### config.mk
export PLATFORM = sky130hd
export DESIGN_NAME = aer_tx_arbiter
export DESIGN_NICKNAME = d
export VERILOG_FILES = /design/src/rtl/aer_pkg.sv /design/src/rtl/rr_arbiter.sv /design/src/rtl/aer_tx_arbiter.sv
export SDC_FILE = /design/constraint.sdc
export NUM_CORES = 1
export LEC_CHECK = 0
export BUFFER_PORTS_ARGS = -buffer_cell sky130_fd_sc_hd__buf_2
export CAP_MARGIN = 20
export CORE_ASPECT_RATIO = 0.75
export CORE_MARGIN = 2
export CORE_UTILIZATION = 57
export DETAILED_ROUTE_END_ITERATION = 8
export PLACE_DENSITY = 0.86
export SETUP_SLACK_MARGIN = 0.02
export SLEW_MARGIN = 0
export SYNTH_ARGS = -nofsm -noshare
export SYNTH_HDL_FRONTEND = slang
export SYNTH_HIERARCHICAL = 1
export SYNTH_SLANG_ARGS = --single-unit
### constraint.sdc
create_clock -name CLK -period 4.6 [get_ports CLK]
set_input_delay 0 -clock CLK [delete_from_list [all_inputs] [get_ports CLK]]
set_output_delay 0 -clock CLK [all_outputs]
set_load 0.01 [all_outputs]
### src/rtl/aer_pkg.sv
// Shared types and constants for the AER transmit path.
package aer_pkg;

  typedef enum logic [1:0] {
    IDLE,
    WAIT_ACK_HI,
    WAIT_ACK_LO
  } aer_state_e;

  localparam int AER_ADDR_W = 8;
  localparam int EVT_CNT_W  = 16;

endpackage

### src/rtl/rr_arbiter.sv
// Combinational round-robin selector: first asserted request at or above ptr, wrapping upward.
module rr_arbiter #(
  parameter  int NUM_SRC = 4,
  localparam int IDX_W   = $clog2(NUM_SRC)
) (
  input  logic [NUM_SRC-1:0] req,
  input  logic [IDX_W-1:0]   ptr,
  output logic [NUM_SRC-1:0] grant,
  output logic [IDX_W-1:0]   grant_idx
);

  logic [IDX_W-1:0] cand;

  // Scan from the farthest offset back to the pointer so the nearest request is written last.
  always_comb begin
    grant     = '0;
    grant_idx = '0;
    cand      = '0;
    for (int k = NUM_SRC - 1; k >= 0; k--) begin
      cand = IDX_W'((int'(ptr) + k) % NUM_SRC);
      if (req[cand]) begin
        grant       = '0;
        grant[cand] = 1'b1;
        grant_idx   = cand;
      end
    end
  end

endmodule

### src/rtl/aer_tx_arbiter.sv
// Shares one AER output bus between NUM_SRC spike sources: round-robin grant,
// full 4-phase REQ/ACK sequencing, stuck-ACK timeout and a saturating event count.
module aer_tx_arbiter
  import aer_pkg::*;
#(
  parameter  int NUM_SRC     = 4,
  parameter  int ADDR_W      = AER_ADDR_W,
  parameter  int TIMEOUT_CYC = 255,
  parameter  bit SYNC_ACK    = 1'b0,
  localparam int IDX_W       = $clog2(NUM_SRC)
) (
  input  logic                      CLK,
  input  logic                      RST,
  input  logic [NUM_SRC-1:0]        SRC_VALID,
  input  logic [NUM_SRC*ADDR_W-1:0] SRC_ADDR,
  output logic [NUM_SRC-1:0]        SRC_READY,
  output logic                      AEROUT_REQ,
  output logic [ADDR_W-1:0]         AEROUT_ADDR,
  input  logic                      AEROUT_ACK,
  output logic [IDX_W-1:0]          GRANT_ID,
  output logic                      ERR_TIMEOUT,
  output logic [EVT_CNT_W-1:0]      EVT_CNT
);

  localparam int              TO_W    = (TIMEOUT_CYC > 1) ? $clog2(TIMEOUT_CYC) : 1;
  localparam logic [TO_W-1:0] TO_LAST = TO_W'((TIMEOUT_CYC > 0) ? TIMEOUT_CYC - 1 : 0);
  localparam bit              TO_EN   = (TIMEOUT_CYC != 0);

  aer_state_e       state;
  logic [IDX_W-1:0] ptr;
  logic [TO_W-1:0]  to_cnt;
  logic             ack_s;
  logic [NUM_SRC-1:0] arb_grant;
  logic [IDX_W-1:0]   arb_idx;
  logic               transfer;

  // The receiver may sit in another clock domain, so ACK can optionally be double-flopped.
  if (SYNC_ACK) begin : g_ack_sync
    logic [1:0] ack_ff;
    always_ff @(posedge CLK) begin
      if (RST) ack_ff <= '0;
      else     ack_ff <= {ack_ff[0], AEROUT_ACK};
    end
    assign ack_s = ack_ff[1];
  end else begin : g_ack_direct
    assign ack_s = AEROUT_ACK;
  end

  rr_arbiter #(.NUM_SRC(NUM_SRC)) u_arb (
    .req       (SRC_VALID),
    .ptr       (ptr),
    .grant     (arb_grant),
    .grant_idx (arb_idx)
  );

  // A late ACK left over from an aborted transfer blocks new grants until it drops.
  assign SRC_READY = (state == IDLE && !ack_s) ? arb_grant : '0;
  assign transfer  = |(SRC_VALID & SRC_READY);

  always_ff @(posedge CLK) begin
    if (RST) begin
      state       <= IDLE;
      ptr         <= '0;
      to_cnt      <= '0;
      AEROUT_REQ  <= 1'b0;
      AEROUT_ADDR <= '0;
      GRANT_ID    <= '0;
      ERR_TIMEOUT <= 1'b0;
      EVT_CNT     <= '0;
    end else begin
      ERR_TIMEOUT <= 1'b0;
      case (state)
        IDLE: begin
          if (transfer) begin
            AEROUT_ADDR <= SRC_ADDR[arb_idx*ADDR_W +: ADDR_W];
            GRANT_ID    <= arb_idx;
            AEROUT_REQ  <= 1'b1;
            ptr         <= (arb_idx == IDX_W'(NUM_SRC - 1)) ? '0 : arb_idx + 1'b1;
            to_cnt      <= '0;
            state       <= WAIT_ACK_HI;
          end
        end
        WAIT_ACK_HI: begin
          to_cnt <= to_cnt + 1'b1;
          // ACK takes precedence over a timeout landing in the same cycle.
          if (ack_s) begin
            AEROUT_REQ <= 1'b0;
            if (EVT_CNT != '1) EVT_CNT <= EVT_CNT + 1'b1;
            state <= WAIT_ACK_LO;
          end else if (TO_EN && to_cnt == TO_LAST) begin
            AEROUT_REQ  <= 1'b0;
            ERR_TIMEOUT <= 1'b1;
            state       <= WAIT_ACK_LO;
          end
        end
        WAIT_ACK_LO: begin
          if (!ack_s) state <= IDLE;
        end
        default: state <= IDLE;
      endcase
    end
  end

endmodule

# --- Word level (Yosys, flattened, before mapping) ---
# Index checks and enable logic that the tools add are counted.
word_totals:
  register_bits: 40
  input_bits: 39
op_classes:
  addsub: 6
  order_cmp: 8
  eq_ne: 8
  n_shift: 1
  mux: 38
  bitwise_logic: 2
  reduce_logical: 15
ops:
  columns: ["cell", "n"]
  rows:
  - ["32-bit by 6-bit variable part select with 8-bit output", 1]
  - ["4-bit 2-to-1 mux", 5]
  - ["2-bit 2-to-1 mux", 9]
  - ["16-bit by 1-bit adder with 16-bit output (second input constant)", 1]
  - ["16-bit inequality test (second input constant)", 1]
  - ["8-bit case mux with 2 select lines", 1]
  - ["2-bit by 3-bit less-than comparator with 1-bit output (second input constant)", 4]
  - ["1-bit 2-to-1 mux", 12]
  - ["3-bit AND reduction", 3]
  - ["8-bit by 1-bit adder with 8-bit output (second input constant)", 1]
  - ["1-bit binary-select mux with 2-bit select", 4]
  - ["1-bit demux with 2-bit select", 4]
  - ["8-bit == test (second input constant)", 1]
  - ["2-bit by 1-bit greater-or-equal comparator with 1-bit output (second input constant)", 4]
  - ["8-bit 2-to-1 mux", 1]
  - ["2-bit case mux with 3 select lines", 1]
  - ["1-bit logical AND", 5]
  - ["2-bit by 1-bit adder with 2-bit output (second input constant)", 2]
  - ["2-bit adder (second input constant)", 2]
  - ["4-bit bitwise AND", 1]
  - ["2-bit == test (second input constant)", 2]
  - ["2-bit inequality test (second input constant)", 2]
  - ["2-bit AND reduction", 2]
  - ["4-bit OR reduction", 1]
  - ["8 further kinds", 8]

# --- Logic depth before layout (Yosys ltp) ---
logic_depth:
  ltp_word: 14
  ltp_mapped: 13
  depth_no_buf: 10

# --- By module ---
# The synthesis kept the hierarchy.
modules_own_cells:
  columns: ["module", "n_inst", "cells_each", "area_each_um2", "seq_area_each_um2"]
  rows:
  - ["aer_tx_arbiter", 1, 224, 2095.8, 800.8]
  - ["rr_arbiter", 1, 60, 490.5, 0.0]

# --- Worst setup path after synthesis ---
# No wires, ideal clock.
synth_timing:
  kind: "flip-flop to flip-flop"
  start: "register ptr[1]"
  end: "register ptr[1]"
  arrival_ns: 2.915
  t_required_ns: 4.472
  path_slack_ns: 1.557
  path_stages_with_launch: 13
  synth_period_minus_slack_ns: 3.043
  path_cell_list: "dfxtp_1 -> inv_1 -> ha_1 -> clkbuf_2 -> mux4_2 -> and3_2 -> a41oi_1 -> o211ai_1 -> a22o_1 -> o21ai_1 -> buf_2 -> mux2i_1 -> nor2_1"
synth_between:
  elab_chain_len: 13
  word_cells_on_any_way: 46
  classes_between: "4 x add/sub; 8 x order compare; 1 x eq/ne; 26 x mux; 1 x bitwise; 6 x reduce/logical"
synth_lines:
  columns: ["item", "line", "text"]
  rows:
  - ["start: declaration", "aer_tx_arbiter.sv:30", "logic [IDX_W-1:0] ptr;"]
  - ["start signal: assignment", "aer_tx_arbiter.sv:78", "ptr <= (arb_idx == IDX_W'(NUM_SRC - 1)) ? '0 : arb_idx + 1'b1;"]
  - ["2-bit adder", "rr_arbiter.sv:20", "cand = IDX_W'((int'(ptr) + k) % NUM_SRC);"]
  - ["2-bit by 3-bit less-than comparator with 1-bit output (implied by the code) / 2-bit by 1-bit greater-or-equal comparator with 1-bit output (equally long branches)", "rr_arbiter.sv:23", "grant[cand] = 1'b1;"]
  - ["1-bit logical AND (implied by the code)", "rr_arbiter.sv:23", null]
  - ["1-bit 2-to-1 mux (implied by the code)", "rr_arbiter.sv:23", null]
  - ["1-bit demux with 2-bit select", null, null]
  - ["4-bit 2-to-1 mux (3 in series)", "rr_arbiter.sv:21", "if (req[cand]) begin"]
  - ["4-bit 2-to-1 mux *", "rr_arbiter.sv:21", null]
  - ["named net arb_grant[2]", "aer_tx_arbiter.sv:33", "logic [NUM_SRC-1:0] arb_grant;"]
  - ["4-bit 2-to-1 mux *", "aer_tx_arbiter.sv:57", "assign SRC_READY = (state == IDLE && !ack_s) ? arb_grant : '0;"]
  - ["4-bit bitwise AND *", "aer_tx_arbiter.sv:58", "assign transfer = |(SRC_VALID & SRC_READY);"]
  - ["4-bit OR reduction *", "aer_tx_arbiter.sv:58", null]
  - ["2-bit AND reduction (no line) *", null, null]
# Mark *: on every way through the listed nets, which the timed path passes. The rest lies on a longest branch. The select of a mux whose other input is x is not followed.
# A chain may end at the register's enable or synchronous reset.

# --- Final worst setup path ---
layout_timing:
  start: "register ptr[0]"
  end: "register GRANT_ID[1]"
layout_between:
  elab_chain_len: 13
  word_cells_on_any_way: 43
  classes_between: "3 x add/sub; 8 x order compare; 25 x mux; 1 x bitwise; 6 x reduce/logical"
layout_lines:
  columns: ["item", "line", "text"]
  rows:
  - ["2-bit adder", "rr_arbiter.sv:20", null]
  - ["2-bit by 3-bit less-than comparator with 1-bit output (implied by the code) / 2-bit by 1-bit greater-or-equal comparator with 1-bit output (equally long branches)", "rr_arbiter.sv:23", null]
  - ["1-bit logical AND (implied by the code)", "rr_arbiter.sv:23", null]
  - ["1-bit 2-to-1 mux (implied by the code)", "rr_arbiter.sv:23", null]
  - ["1-bit demux with 2-bit select", null, null]
  - ["4-bit 2-to-1 mux (3 in series)", "rr_arbiter.sv:21", null]
  - ["4-bit 2-to-1 mux *", "rr_arbiter.sv:21", null]
  - ["named net arb_grant[2]", "aer_tx_arbiter.sv:33", null]
  - ["4-bit 2-to-1 mux *", "aer_tx_arbiter.sv:57", null]
  - ["4-bit bitwise AND *", "aer_tx_arbiter.sv:58", null]
  - ["4-bit OR reduction *", "aer_tx_arbiter.sv:58", null]
  - ["2-bit AND reduction (no line) *", null, null]
  - ["end signal: assignment", "aer_tx_arbiter.sv:76", "GRANT_ID <= arb_idx;"]
  - ["end: declaration", "aer_tx_arbiter.sv:20", "output logic [IDX_W-1:0] GRANT_ID,"]
# Marks and branches as above.

==> impl_metrics.py <==
metrics = {
    "place": {
        "detailed_place_hpwl_mm": 4.61,
        "pre_cts_ws_ps": 1010,
        "port_buffers": 70,
        "final_replace_weighted_congestion": 0.931,
    },
    "detailed_routing": {
        "detailedRoute.firstIterationViolations": 238,
        "post_drt_via_cell_ratio": 6.33,
        "dr_total_vias": 2590,
        "final_antenna_net_count": 0,
        "route.detailed.drc": 0,
        "detail_route.first_pass.iterations": 5,
        "wire_per_inst_um": 16.1,
        "wl_mm": 6.58,
    },
    "cells_and_area": {
        "layout.cells.most_common_list": "70 x buf_2, 40 x dfxtp_1, 24 x nor2_1",
        "layout.filler_cells": 350,
        "synthesis_to_finish_area_growth_pct": 19.1,
        "layout.nets": 402,
        "layout.cells.most_common": "buf_2",
        "multi_input_area_um2": 1690,
        "layout-drive-gt1-share": 0.307,
        "n_antenna_cell": 0,
        "final-seq-area_um2": 801,
    },
    "timing": {
        "final-max-slew-violation-count": 0,
        "rsz0062_at_grt": "false",
        "layout_min_cycle_time_ps": 3670,
        "worst_margin_pin_slew_ps": 771,
        "final-setup-viol-count": 0,
        "period_share": 0.798,
        "timing.setup.tns_ps": 0,
        "final.hold.worst_slack_ps": 142,
        "fmaxAchievable_ghz": 0.273,
        "setup_ws_ps": 931,
        "worst_clock_skew_ps": 8.88,
        "finalHoldViolations": 0,
        "slew_headroom": 0.486,
    },
    "clock_network": {
        "insertion_delay_ps": 310,
        "hold_buffers": 1,
        "cts_htree_levels": 2,
        "clock_sink_count": 40,
        "cts.root.buffer_cell": "clkbuf_8",
        "clkTransAtPathRegs_ps": 90,
        "post-cts-setup-buffer-count": 0,
        "cts_buffer_depth": 2,
        "cts_resized": 0,
        "cts_made_buffers": 5,
        "cts_tree": "built",
    },
    "synth": {
        "syn_avg_cell_area_um2": 9.11,
        "syn_nets": 335,
        "post_synth_instance_area_um2": 2590,
        "synth_sequential_area_ratio": 0.310,
        "post_synthesis_cell_type_count": 61,
        "number_of_enable_flip_flop_cells_after_synthesis": 0,
        "postSynthRegisterBits": 40,
        "post_synth_inst_count": 284,
        "yosysWarnings": 6,
        "synth-main-ff-cell": "dfxtp_1",
        "asyncSetResetFlopFracSynth": 0,
    },
    "floorplanning": {
        "floorplan.core_area_um2": 4410,
        "placementRows": 21,
        "die_h_um": 62.3,
        "effective_utilization_at_floorplan": 0.586,
        "dieWidth_um": 81.8,
        "boundaryPins": 71,
        "die_area_um2": 5100,
    },
    "worst_setup_path": {
        "worst_ep_required_time_ps": 4770,
        "cp_top_family": "compound AO/OA/AOI/OAI gates",
        "setup.worst_path.end_class": "register",
        "cp_cell_sequence": "inv_1 > ha_1 > mux4_2 > and3_2 > a41oi_1 > o211ai_1 > a22o_1 > o21ai_2 > buf_4 > mux2i_1 > nor2_1",
        "critical_path.slowest_cell": "dfxtp_1",
        "critical_path.n_buffers_inverters": 2,
        "slowest_delay_ps": 670,
        "critPathArrivalTime_ps": 3840,
        "critPathLaunchType": "register",
        "critical_path_class": "register to register",
        "critical_path.max_fanout": 14,
    },
    "pwr": {
        "report.power.total_w": 0.00124,
        "pwr_density_cell_nw_per_um2": 403,
        "ir_worst_vdd_uv": 249,
        "static-leakage-power_nw": 1.34,
    },
    "global_routing": {
        "global_route.usage.met3": 0.0494,
        "antenna_found_initial": 0,
        "first_global_vias": 2420,
        "top_usage_layer": "met2",
        "grt_remaining_overflow": 0,
        "global_route.usage.met2": 0.439,
        "grt_pass1_wl_mm": 10.9,
        "met1_usage": 0.376,
        "grt.total_usage": 0.275,
        "grt_max_degree": 42,
    },
    "hold_path": {
        "min-delay-path-class": "primary input to register",
    },
    "outcome": {
        "result_of_the_run": "complete, no violations",
    },
    "flow_run": {
        "max_cap_viols": 0,
    },
}
-- sequential cells by signal (all words and copies together), names as in the netlist --
register and cells:
GRANT_ID 2, EVT_CNT 16, AEROUT_ADDR 8, AEROUT_REQ 1, state 2, ERR_TIMEOUT 1
ptr 2, to_cnt 8
-- layout make-up --
class                      count  share of cell area
clock buffer                   5              0.0223
clock inverter                 3              0.0150
timing repair buffer          74               0.124
tap                           57              0.0232
inverter                       6             0.00731
sequential                    40               0.260
multi-input combinational    224               0.548
-- through the flow --
step	cell area (µm²)	util	instances
after detailed placement	2960	0.670	400
final	3080	0.698	409
after CTS	3080	0.698	409
after global routing	3080	0.698	409
after global placement	2960	0.670	400
after floorplan	2590	-	284
-- cell usage after synthesis (all sizes together) (4+ instances only) --
| library cell | n | share of area |
|---|---|---|
| a21oi | 23 | 0.045 |
| a31oi | 5 | 0.012 |
| and2 | 8 | 0.021 |
| and3 | 4 | 0.012 |
| buf | 9 | 0.023 |
| clkbuf | 5 | 0.0077 |
| dfxtp | 40 | 0.31 |
| ha | 12 | 0.058 |
| inv | 6 | 0.0087 |
| mux2 | 6 | 0.026 |
| mux2i | 15 | 0.058 |
| mux4 | 10 | 0.089 |
| nand2 | 19 | 0.028 |
| nand3 | 10 | 0.019 |
| nand4 | 12 | 0.035 |
| nor2 | 24 | 0.035 |
| nor2b | 4 | 0.0097 |
| nor3 | 4 | 0.0077 |
| o21ai | 8 | 0.015 |
| o31ai | 7 | 0.020 |
| or3 | 4 | 0.0097 |
| or4 | 9 | 0.026 |
-- report_power, final --
group | internal (W) | switching, W
registers | 0.000401 | 0.0000514
clock network | 0.000163 | 0.000139
logic | 0.000223 | 0.000263
total | 0.000787 | 0.000454
-- cells by family (layout without fill, tap and decap cells) --
kind of cell	Yosys count	in the layout	share of synthesized area
AOI/OAI and AO/OA	64	64	0.158
xor gates and xnor gates	1	1	0.00339
adders and majority gates	12	12	0.0581
buffers and inverters	20	88	0.0392
DFF	40	40	0.310
muxes	31	31	0.173
and+or+nand+nor	116	116	0.259
-- worst register-to-register path: stages (launching register included) --
cell	delay (ps)
dfxtp_1	670
inv_1	220
ha_1	470
mux4_2	410
and3_2	240
a41oi_1	180
o211ai_1	120
a22o_1	220
o21ai_2	350
buf_4	330
mux2i_1	240
nor2_1	70
-- path summary, 6_finish.rpt --
kind	startpoint	end	slack (ps)	cells after the start
worst max register to register	ptr[0]	GRANT_ID[1]	930	11
worst min-delay path	SRC_ADDR[24]	AEROUT_ADDR[0]	140	4
worst min register to register	EVT_CNT[11]	EVT_CNT[11]	500	2
worst max-delay path	ptr[0]	GRANT_ID[1]	930	11
-- layer usage --
| layer | share of wire | vias up |
|---|---|---|
| li1 | - | 1214 |
| met1 | 0.44 | 1221 |
| met2 | 0.46 | 139 |
| met3 | 0.082 | 16 |
| met4 | 0.019 | 0 |
| met5 | 0 | - |
No activity file was read; power rests on OpenSTA's default activity.
